==> config.mk <==
export PLATFORM = sky130hd
export DESIGN_NAME = spi_eeprom_slave
export DESIGN_NICKNAME = d
export VERILOG_FILES = /design/src/rtl/spi_eeprom_pkg.sv /design/src/rtl/spi_pin_sync.sv /design/src/rtl/spi_eeprom_slave.sv
export SDC_FILE = /design/constraint.sdc
export NUM_CORES = 1
export LEC_CHECK = 0
export ABC_AREA = 0
export CAP_MARGIN = 20
export CORE_AREA = 10 10 236 351
export DETAILED_ROUTE_END_ITERATION = 12
export DIE_AREA = 0 0 246 361
export DONT_BUFFER_PORTS = 1
export PLACE_DENSITY = 0.87
export SLEW_MARGIN = 40
export SYNTH_ARGS = -nofsm -noshare
export SYNTH_HDL_FRONTEND = slang
export SYNTH_SLANG_ARGS = --single-unit
==> constraint.sdc <==
create_clock -name clk_50M -period 2.8 [get_ports clk_50M]
set_input_delay 0.14 -clock clk_50M [delete_from_list [all_inputs] [get_ports clk_50M]]
set_output_delay 0.14 -clock clk_50M [all_outputs]
set_load 0.1 [all_outputs]
==> src/rtl/spi_eeprom_pkg.sv <==
// Shared constants for the SPI EEPROM responder: opcodes, FSM states and
// status register layout.
package spi_eeprom_pkg;

    // Instruction opcodes understood by the responder
    localparam logic [7:0] OP_WRITE = 8'h02;
    localparam logic [7:0] OP_READ  = 8'h03;
    localparam logic [7:0] OP_WRDI  = 8'h04;
    localparam logic [7:0] OP_RDSR  = 8'h05;
    localparam logic [7:0] OP_WREN  = 8'h06;

    // Frame-level FSM states
    typedef logic [2:0] state_t;
    localparam state_t ST_IDLE   = 3'd0;
    localparam state_t ST_CMD    = 3'd1;
    localparam state_t ST_ADDR   = 3'd2;
    localparam state_t ST_WDATA  = 3'd3;
    localparam state_t ST_RDATA  = 3'd4;
    localparam state_t ST_RDSR   = 3'd5;
    localparam state_t ST_IGNORE = 3'd6;

    // Status register bit positions
    localparam int SR_WIP = 0;
    localparam int SR_WEL = 1;

    // Assemble the status byte returned by RDSR
    function automatic logic [7:0] statusByte(input logic wel, input logic wip);
        logic [7:0] s;
        s         = 8'h00;
        s[SR_WEL] = wel;
        s[SR_WIP] = wip;
        return s;
    endfunction

endpackage

==> src/rtl/spi_pin_sync.sv <==
// Two-flop synchronizer for an asynchronous SPI pin, followed by a third
// flop that turns the synchronized level into single-clock edge pulses.
module spi_pin_sync #(
    parameter logic RESET_VAL = 1'b0
) (
    input  logic clk,
    input  logic reset,
    input  logic i_pin,
    output logic o_rise,
    output logic o_fall
);

    logic r_meta;
    logic r_sync;
    logic r_prev;

    // Synchronize the pin and keep one delayed copy for edge detection
    always_ff @(posedge clk) begin
        if (reset) begin
            r_meta <= RESET_VAL;
            r_sync <= RESET_VAL;
            r_prev <= RESET_VAL;
        end else begin
            r_meta <= i_pin;
            r_sync <= r_meta;
            r_prev <= r_sync;
        end
    end

    assign o_rise = r_sync & ~r_prev;
    assign o_fall = ~r_sync & r_prev;

endmodule

==> src/rtl/spi_eeprom_slave.sv <==
// SPI mode-0 responder emulating a small 25AA010A-style EEPROM: instruction
// decode, page buffer, single-burst array commit and a timed write cycle.
module spi_eeprom_slave
    import spi_eeprom_pkg::*;
#(
    parameter int MEM_DEPTH    = 128,
    parameter int PAGE_SIZE    = 16,
    parameter int WRITE_CYCLES = 250000
) (
    input  logic clk_50M,
    input  logic reset,
    input  logic spi_csn,
    input  logic spi_sck,
    input  logic spi_si,
    output logic spi_so,
    output logic spi_so_oe,
    output logic wel,
    output logic wip
);

    localparam int ADDR_W    = $clog2(MEM_DEPTH);
    localparam int PAGE_BITS = $clog2(PAGE_SIZE);
    localparam int CNT_W     = $clog2(WRITE_CYCLES + 1);

    logic w_sckRise, w_sckFall, w_csnRise, w_csnFall;
    logic r_siMeta, r_siSync;

    state_t              r_state;
    logic [2:0]          r_bitCnt;
    logic [6:0]          r_shiftIn;
    logic [6:0]          r_shiftOut;
    logic [ADDR_W-1:0]   r_addr;
    logic                r_isWrite;
    logic                r_pendValid;
    logic                r_pendSet;
    logic                r_wrAny;
    logic                r_commit;
    logic                r_so;
    logic                r_soOe;
    logic                r_wel;
    logic                r_wip;
    logic [CNT_W-1:0]    r_wipCnt;
    logic [PAGE_SIZE-1:0] r_valid;
    logic [7:0]          r_pageBuf [PAGE_SIZE];
    // Array is stored inverted so a zero-initialised RAM reads back as 0xFF
    logic [7:0]          r_memN    [MEM_DEPTH];

    logic [7:0]           w_nextByte;
    logic                 w_byteDone;
    logic [PAGE_BITS-1:0] w_pageIdx;
    logic [7:0]           w_loadByte;
    logic                 w_wrByte;
    logic [ADDR_W-1:0]    w_addrNext;

    spi_pin_sync #(.RESET_VAL(1'b0)) u_sckSync (
        .clk    (clk_50M),
        .reset  (reset),
        .i_pin  (spi_sck),
        .o_rise (w_sckRise),
        .o_fall (w_sckFall)
    );

    spi_pin_sync #(.RESET_VAL(1'b1)) u_csnSync (
        .clk    (clk_50M),
        .reset  (reset),
        .i_pin  (spi_csn),
        .o_rise (w_csnRise),
        .o_fall (w_csnFall)
    );

    // SI only needs its level, aligned with the SCK edge pulses
    always_ff @(posedge clk_50M) begin
        if (reset) begin
            r_siMeta <= 1'b0;
            r_siSync <= 1'b0;
        end else begin
            r_siMeta <= spi_si;
            r_siSync <= r_siMeta;
        end
    end

    assign w_nextByte = {r_shiftIn, r_siSync};
    assign w_byteDone = (r_bitCnt == 3'd7);
    assign w_pageIdx  = r_addr[PAGE_BITS-1:0];
    assign w_loadByte = (r_state == ST_RDSR) ? statusByte(r_wel, r_wip) : ~r_memN[r_addr];
    assign w_addrNext = (r_addr == ADDR_W'(MEM_DEPTH - 1)) ? '0 : r_addr + ADDR_W'(1);
    assign w_wrByte   = w_sckRise & ~w_csnRise & ~w_csnFall & (r_state == ST_WDATA) & w_byteDone;

    // Frame FSM: CSN events take priority over SCK, then bit shifting and decode
    always_ff @(posedge clk_50M) begin
        if (reset) begin
            r_state     <= ST_IDLE;
            r_bitCnt    <= 3'd0;
            r_shiftIn   <= 7'd0;
            r_shiftOut  <= 7'd0;
            r_addr      <= '0;
            r_isWrite   <= 1'b0;
            r_pendValid <= 1'b0;
            r_pendSet   <= 1'b0;
            r_wrAny     <= 1'b0;
            r_commit    <= 1'b0;
            r_so        <= 1'b0;
            r_soOe      <= 1'b0;
            r_valid     <= '0;
        end else begin
            r_commit <= 1'b0;
            if (w_csnRise) begin
                r_state     <= ST_IDLE;
                r_so        <= 1'b0;
                r_soOe      <= 1'b0;
                r_pendValid <= 1'b0;
                if (r_state == ST_WDATA && r_wrAny && r_bitCnt == 3'd0) begin
                    r_commit <= 1'b1;
                end
            end else if (w_csnFall) begin
                r_state     <= ST_CMD;
                r_bitCnt    <= 3'd0;
                r_shiftIn   <= 7'd0;
                r_pendValid <= 1'b0;
                r_wrAny     <= 1'b0;
                r_valid     <= '0;
                r_so        <= 1'b0;
                r_soOe      <= 1'b0;
            end else if (r_state != ST_IDLE) begin
                if (w_sckRise) begin
                    r_bitCnt  <= r_bitCnt + 3'd1;
                    r_shiftIn <= w_nextByte[6:0];
                    if (r_state == ST_IGNORE) begin
                        r_pendValid <= 1'b0;
                    end
                    if (w_byteDone) begin
                        case (r_state)
                            ST_CMD: begin
                                if (r_wip && w_nextByte != OP_RDSR) begin
                                    r_state <= ST_IGNORE;
                                end else begin
                                    case (w_nextByte)
                                        OP_WREN: begin
                                            r_state     <= ST_IGNORE;
                                            r_pendValid <= 1'b1;
                                            r_pendSet   <= 1'b1;
                                        end
                                        OP_WRDI: begin
                                            r_state     <= ST_IGNORE;
                                            r_pendValid <= 1'b1;
                                            r_pendSet   <= 1'b0;
                                        end
                                        OP_RDSR: r_state <= ST_RDSR;
                                        OP_READ: begin
                                            r_state   <= ST_ADDR;
                                            r_isWrite <= 1'b0;
                                        end
                                        OP_WRITE: begin
                                            r_state   <= r_wel ? ST_ADDR : ST_IGNORE;
                                            r_isWrite <= 1'b1;
                                        end
                                        default: r_state <= ST_IGNORE;
                                    endcase
                                end
                            end
                            ST_ADDR: begin
                                r_addr  <= w_nextByte[ADDR_W-1:0];
                                r_state <= r_isWrite ? ST_WDATA : ST_RDATA;
                            end
                            ST_WDATA: begin
                                r_valid[w_pageIdx] <= 1'b1;
                                r_addr  <= {r_addr[ADDR_W-1:PAGE_BITS], w_pageIdx + PAGE_BITS'(1)};
                                r_wrAny <= 1'b1;
                            end
                            default: ;
                        endcase
                    end
                end else if (w_sckFall && (r_state == ST_RDATA || r_state == ST_RDSR)) begin
                    r_soOe <= 1'b1;
                    if (r_bitCnt == 3'd0) begin
                        r_so       <= w_loadByte[7];
                        r_shiftOut <= w_loadByte[6:0];
                        if (r_state == ST_RDATA) begin
                            r_addr <= w_addrNext;
                        end
                    end else begin
                        r_so       <= r_shiftOut[6];
                        r_shiftOut <= {r_shiftOut[5:0], 1'b0};
                    end
                end
            end
        end
    end

    // Capture each completed write byte into the page buffer
    always_ff @(posedge clk_50M) begin
        if (w_wrByte) begin
            r_pageBuf[w_pageIdx] <= w_nextByte;
        end
    end

    // Write-enable latch and the timed write-in-progress window
    always_ff @(posedge clk_50M) begin
        if (reset) begin
            r_wel    <= 1'b0;
            r_wip    <= 1'b0;
            r_wipCnt <= '0;
        end else begin
            if (r_commit) begin
                r_wip    <= 1'b1;
                r_wipCnt <= CNT_W'(WRITE_CYCLES - 1);
            end else if (r_wip) begin
                if (r_wipCnt == '0) begin
                    r_wip <= 1'b0;
                    r_wel <= 1'b0;
                end else begin
                    r_wipCnt <= r_wipCnt - CNT_W'(1);
                end
            end
            if (w_csnRise && r_pendValid) begin
                r_wel <= r_pendSet;
            end
        end
    end

    // Single-cycle burst of every valid buffered byte into the array
    always_ff @(posedge clk_50M) begin
        if (r_commit && !reset) begin
            for (int i = 0; i < PAGE_SIZE; i++) begin
                if (r_valid[i]) begin
                    r_memN[{r_addr[ADDR_W-1:PAGE_BITS], PAGE_BITS'(i)}] <= ~r_pageBuf[i];
                end
            end
        end
    end

    assign spi_so    = r_so;
    assign spi_so_oe = r_soOe;
    assign wel       = r_wel;
    assign wip       = r_wip;

endmodule

# Yosys cells after proc, flatten, opt, wreduce, memory -nomap -nowiden
# Memories as Yosys holds them, arrays and structs flattened.
# Cells that the tools add are included.
# op_classes
add_sub_neg,4
order_cmp,2
n_eq_ne,20
n_mux,105
bitwise_logic,35
n_reduce_logical,45
# ops
operator,n
$not 8->8,17
$mux 16,5
$mux 1,74
$mux 7,10
$mux 18,3
$reduce_bool 2->1,13
$eq 8x3->1 const B,3
$reduce_and 8->1,3
$logic_not 18->1,1
$mux 3,6
$sub 18x1->18 const B,1
$eq 8x2->1 const B,2
$or 16x16->16,1
$pmux 7 s2,1
$eq 3x3->1 const B,4
$reduce_and 5->1,2
$not 1->1,9
$pmux 3 s3,1
$reduce_and 3->1,3
$reduce_and 9->1,1
$and 1x1->1,8
$mux 8,1
$ne 8x3->1 const B,1
$reduce_and 4->1,2
22 further kinds,39
# totals
ff_bits,78
mem_bits_rw,1152
input_bits,5
output_inout_bits,4
word_cells,240
mem_count,2
# mem_list
name,words,word_bits,read_ports,rd_ports_with_merged_regs,write_ports,line,text
r_memN,128,8,1,0,16,spi_eeprom_slave.sv:46,logic [7:0] r_memN [MEM_DEPTH];
r_pageBuf,16,8,16,0,1,spi_eeprom_slave.sv:44,logic [7:0] r_pageBuf [PAGE_SIZE];

# Longest topological paths before layout
# logic_depth
ltp_word,10
ltp_mapped,11
mapped_depth_nobuf,8

# Modules after synthesis
# From an unflattened synthesis, not the netlist that was laid out.
# unflattened
hier_cells,2583
area_unflattened_um2,47719.5
# by_module_without_submodules
mod,instances,cells_per_inst,area_per_inst_um2,seq_area_each_um2
spi_eeprom_slave,1,2567,47535.6,36034.6
spi_pin_sync (u_csnSync),1,8,92.6,60.1
spi_pin_sync (u_sckSync),1,8,91.3,60.1

# Least setup slack after synthesis
# OpenSTA, ideal clock, no wires.
# synth_timing
path_type,reg2reg
from,reg r_addr[0]
to,"mem r_pageBuf[0][0], enable pin"
setup_ns,0.370
arrival_time_ns,2.046
required_time_ns,2.430
setup_slack_ns,0.383
stages_incl_launch_ff,10
n_path_buf,5
period_less_slack_ns,2.417
path_cell_list,dfxtp_1 > buf_6 > buf_12 > buf_4 > buf_4 > buf_4 > inv_1 > ha_1 > nand2_1 > nor2_1
# synth_lines
item,line,text
from (decl),spi_eeprom_slave.sv:32,logic [ADDR_W-1:0] r_addr;
from (signal assigned),spi_eeprom_slave.sv:162,r_addr <= w_nextByte[ADDR_W-1:0];
from (signal assigned),spi_eeprom_slave.sv:167,"r_addr <= {r_addr[ADDR_W-1:PAGE_BITS], w_pageIdx + PAGE_BITS'(1)};"
from (signal assigned),spi_eeprom_slave.sv:179,r_addr <= w_addrNext;
to (decl),spi_eeprom_slave.sv:44,
# Straight into the memory's write port.

# Final worst setup path
# layout_timing
from,reg r_addr[6]
to,reg r_shiftOut[4]
# layout_via
elab_chain_len,4
# layout_rtl
item,line,text
$mem_v2 128x8,n/a,
$not 8->8,spi_eeprom_slave.sv:85,"assign w_loadByte = (r_state == ST_RDSR) ? statusByte(r_wel, r_wip) : ~r_memN[r_addr];"
$mux 8,spi_eeprom_slave.sv:85,
$mux 7,spi_eeprom_slave.sv:175,if (r_bitCnt == 3'd0) begin
to (signal assigned),spi_eeprom_slave.sv:177,r_shiftOut <= w_loadByte[6:0];
to (signal assigned),spi_eeprom_slave.sv:183,"r_shiftOut <= {r_shiftOut[5:0], 1'b0};"
to (decl),spi_eeprom_slave.sv:31,logic [6:0] r_shiftOut;
# Every way passes these cells.
# A chain may end at the register's enable or synchronous reset.

==> results by group <==
Global route
  • Overflow after GRT: 0
  • First-pass GRT wire length: about 240000 µm
  • GR Util met3: 11.73%
  • Met1 Use GR: 43.59%
  • Largest net degree at the start of global routing: 54
  • GR Util met2: around 62%
  • Initial antenna violation count: 13
  • Gr busiest metal: met2
  • Vias in the first global route: between 20000 and 30000
  • Gr usage total: between 30% and 40%

Pwr
  • Peak VDD IR: 0.6808 mV
  • P_leak: approximately 18 nW
  • Pwr Density: about 630 nW/µm²

Clock tree
  • Root buffer cell: clkbuf_16
  • CTS tree: done
  • H-tree depth: 3
  • CTS buffer count: roughly 100
  • Clock Latency Late Sink: slightly above 0.7 ns
  • Clock Path Buffers: 3
  • CTS sink count: roughly 1200
  • Worst-path clk slew: roughly 0.07 ns

Synthesis
  • Mapped cell area: between 40000 and 50000 µm²
  • Mean Syn Cell Area: roughly 19 µm²
  • Ys async rst share: 0%
  • Most frequent cell after synthesis: edfxtp_1
  • Synth warn: 0
  • Syn Nets: ~2600
  • Sequential area share after synthesis: between 70% and 80%
  • Top cells by count, synth: 1152 x edfxtp_1, 235 x mux4_2, 235 x nor2_1, 146 x inv_1, 78 x dfxtp_1
  • Synth unique cells: 70
  • Most used DFF post-synth: edfxtp_1
  • Post-synth EDFFs: around 1200
  • #FFs+latches synth: about 1200
  • Synth area leaders: edfxtp_1 72%, mux4_2 11%, dfxtp_1 3.3%
  • Yosys top cell by area: edfxtp_1
  • Synth top area share: between 70% and 80%
  • Post-Syn Instances: around 2600

STA
  • Final setup margin: -0.02139 ns
  • Final setup viols: 3
  • Final critical-path share of the clock period: 100.8%
  • Crit path time final: roughly 2.8 ns
  • Max_slew headroom: ~39%
  • Maximum clock frequency: 354.4 MHz
  • Final Hold Vio Count: 0
  • Worst-margin pin slew: about 0.9 ns
  • RSZ-0062 raised after global routing: true
  • Clock skew: 0.03327 ns
  • Pins Over Slew Limit: 0

Die
  • Starting Density: between 60% and 70%
  • Die height: 361 µm
  • Boundary Pins: 9
  • Core area: approximately 77000 µm²
  • Die Wd: around 250 µm
  • Row count: approximately 130
  • Full die area: 88810 µm²

Route
  • WL final: approximately 170000 µm
  • Pre-Repair DR Iteration Count: 8
  • Drt via density: between 7 and 8
  • Via count: around 30000
  • Routed WL per cell: about 43 µm
  • Post-route ant nets: 0
  • DRC violations left: 0
  • Initial DRC Count: roughly 5300

Outcome
  • Failing checks: setup timing
  • Status: complete, but fails checks

Place
  • Placed Instances: about 3800
  • DP HPWL: 117200 µm
  • Port Buffer Count: 0
  • RePlAce Congestion: approximately 1.1
  • Dpl ws: -0.3586 ns

Final layout
  • Final core occ: between 70% and 80%
  • Layout Area Growth over Synthesis: 15.38%
  • Fraction of layout cells with a size suffix above 1: 28.70%
  • Non-Filler Instances: 4022
  • Post-layout net count: 2928

Worst setup path
  • Critical Path End Type: register
  • Setup CP Type: reg -> reg
  • FF-to-FF End: r_shiftOut[4]$_SDFFE_PP0P_
  • CP required: roughly 3.4 ns
  • Worst R2R Setup Slack: -0.02 ns
  • CP startpoint kind: register
  • Critical Path AT: about 3.4 ns
  • Worst Path Max Fanout: 16
  • Worst r2r path cells: 8
  • Worst r2r src: r_addr[6]$_SDFFE_PP0P_

Run
  • Max-cap viol count: 0

Worst hold path
  • Hold Path Class: in -> reg
  • Hold wc startpoint: spi_csn
  • Hold path depth: 2
  • Hold EP: u_csnSync.r_meta$_SDFF_PP1_
-- worst max path at each step --
stage / from / end / slack [ns] / depth (start not counted)
floorplan: r_addr[0]$_SDFFE_PP0P_ / r_pageBuf[0][0]$_DFFE_PP_ / 0.38 / 9
global placement: r_addr[1]$_SDFFE_PP0P_ / r_shiftOut[3]$_SDFFE_PP0P_ / -0.71 / 8
detailed placement: r_addr[1]$_SDFFE_PP0P_ / r_shiftOut[3]$_SDFFE_PP0P_ / -0.36 / 9
CTS: r_addr[0]$_SDFFE_PP0P_ / r_shiftOut[0]$_SDFFE_PP0P_ / 0.01 / 9
global route: r_addr[0]$_SDFFE_PP0P_ / r_shiftOut[3]$_SDFFE_PP0P_ / -0.02 / 9
finish: r_addr[6]$_SDFFE_PP0P_ / r_shiftOut[4]$_SDFFE_PP0P_ / -0.02 / 8
-- cells by family (layout without fill, tap and decap cells) --
family	after synthesis	in the layout	synth area share, %
fa+ha+maj	11	11	0.2884
other cells	0	6	0
simple gates	472	472	4.593
compound gates	251	251	3.665
buf+inv	285	711	2.619
flops	1230	1230	75.75
xor+xnor	16	16	0.2936
mux	309	309	12.79
-- routing by layer --
layer  wire length [µm]  up-vias
li1                   -    10869
met1              48980    14581
met2              82260     3251
met3              22910      915
met4              18770       12
met5                 78        -
-- cell usage in the layout (no fill, tap or decap), drive strengths merged, types with 11 or more instances in the layout --
cell type / count
nor2b: 22
nor3: 27
mux4: 237
edfxtp: 1152
o22ai: 15
mux2: 31
ha: 11
a21oi: 43
o211ai: 12
nand2b: 13
a31oi: 24
clkinv: 46
nand3: 38
nor2: 235
mux2i: 41
and3: 12
clkbuf: 129
inv: 151
nand2: 64
o21ai: 27
dfxtp: 78
a22oi: 56
buf: 365
a211oi: 12
xnor2: 14
-- layout make-up --
class                   count  area [µm²]
fillers                  4278       21720
well taps                1016        1271
diodes                      6       15.01
clock inverters            65       559.3
repair buffers            372        3207
flip-flops and latches   1230       36170
inverters                 146       548.0
multi-input cells        1059       10470
clock buffers             128        2835
-- report_power, final --
| part | switching, mW | internal (mW) | total (mW) | leakage (nW) |
|---|---|---|---|---|
| sequential | 0.0100 | 19.8 | 19.8 | 11.0 |
| combinational | 0.252 | 0.170 | 0.422 | 5.36 |
| clock | 6.69 | 7.95 | 14.6 | 1.67 |
-- critical path: stages, from the launching register on --
cell	delay (ns)
dfxtp_1	0.36
buf_12	0.17
nor2b_1	0.17
nor2b_1	0.72
nand3_1	0.52
nand3_1	0.28
a2111oi_2	0.08
buf_4	0.16
a31o_2	0.23
-- registers in the layout (all words and copies together) (netlist names), 3 cells and up --
signal	cells
r_addr	7
r_bitCnt	3
r_memN	1024
r_pageBuf	128
r_shiftIn	7
r_shiftOut	7
r_state	3
r_valid	16
r_wipCnt	18
-- repair_timing --
action,4_1_cts,5_1_grt
buffers inserted,8,2
resized for setup,8,8
endpoints found under the hold margin,65,0
endpoints found under the setup margin,4,5
hold buffers,6,0
cloned,1,1
pin swaps,1,1
-- through the flow --
| step | total power, mW | hold WS, ns | instance area (µm²) | TNS, ns |
|---|---|---|---|---|
| final | 34.85 | 0.09404 | 55070 | -0.04386 |
| after floorplan | 20.41 | 0.2438 | 47730 | 0 |
| after global placement | 20.55 | 0.2174 | 51260 | -0.8381 |
| after CTS | 34.73 | 0.08251 | 54960 | 0 |
| after detailed placement | 20.55 | 0.2195 | 51330 | -0.7256 |
| after global routing | 35.38 | 0.1034 | 55060 | -0.04624 |
Note: power is estimated with default switching activity, not from simulation.
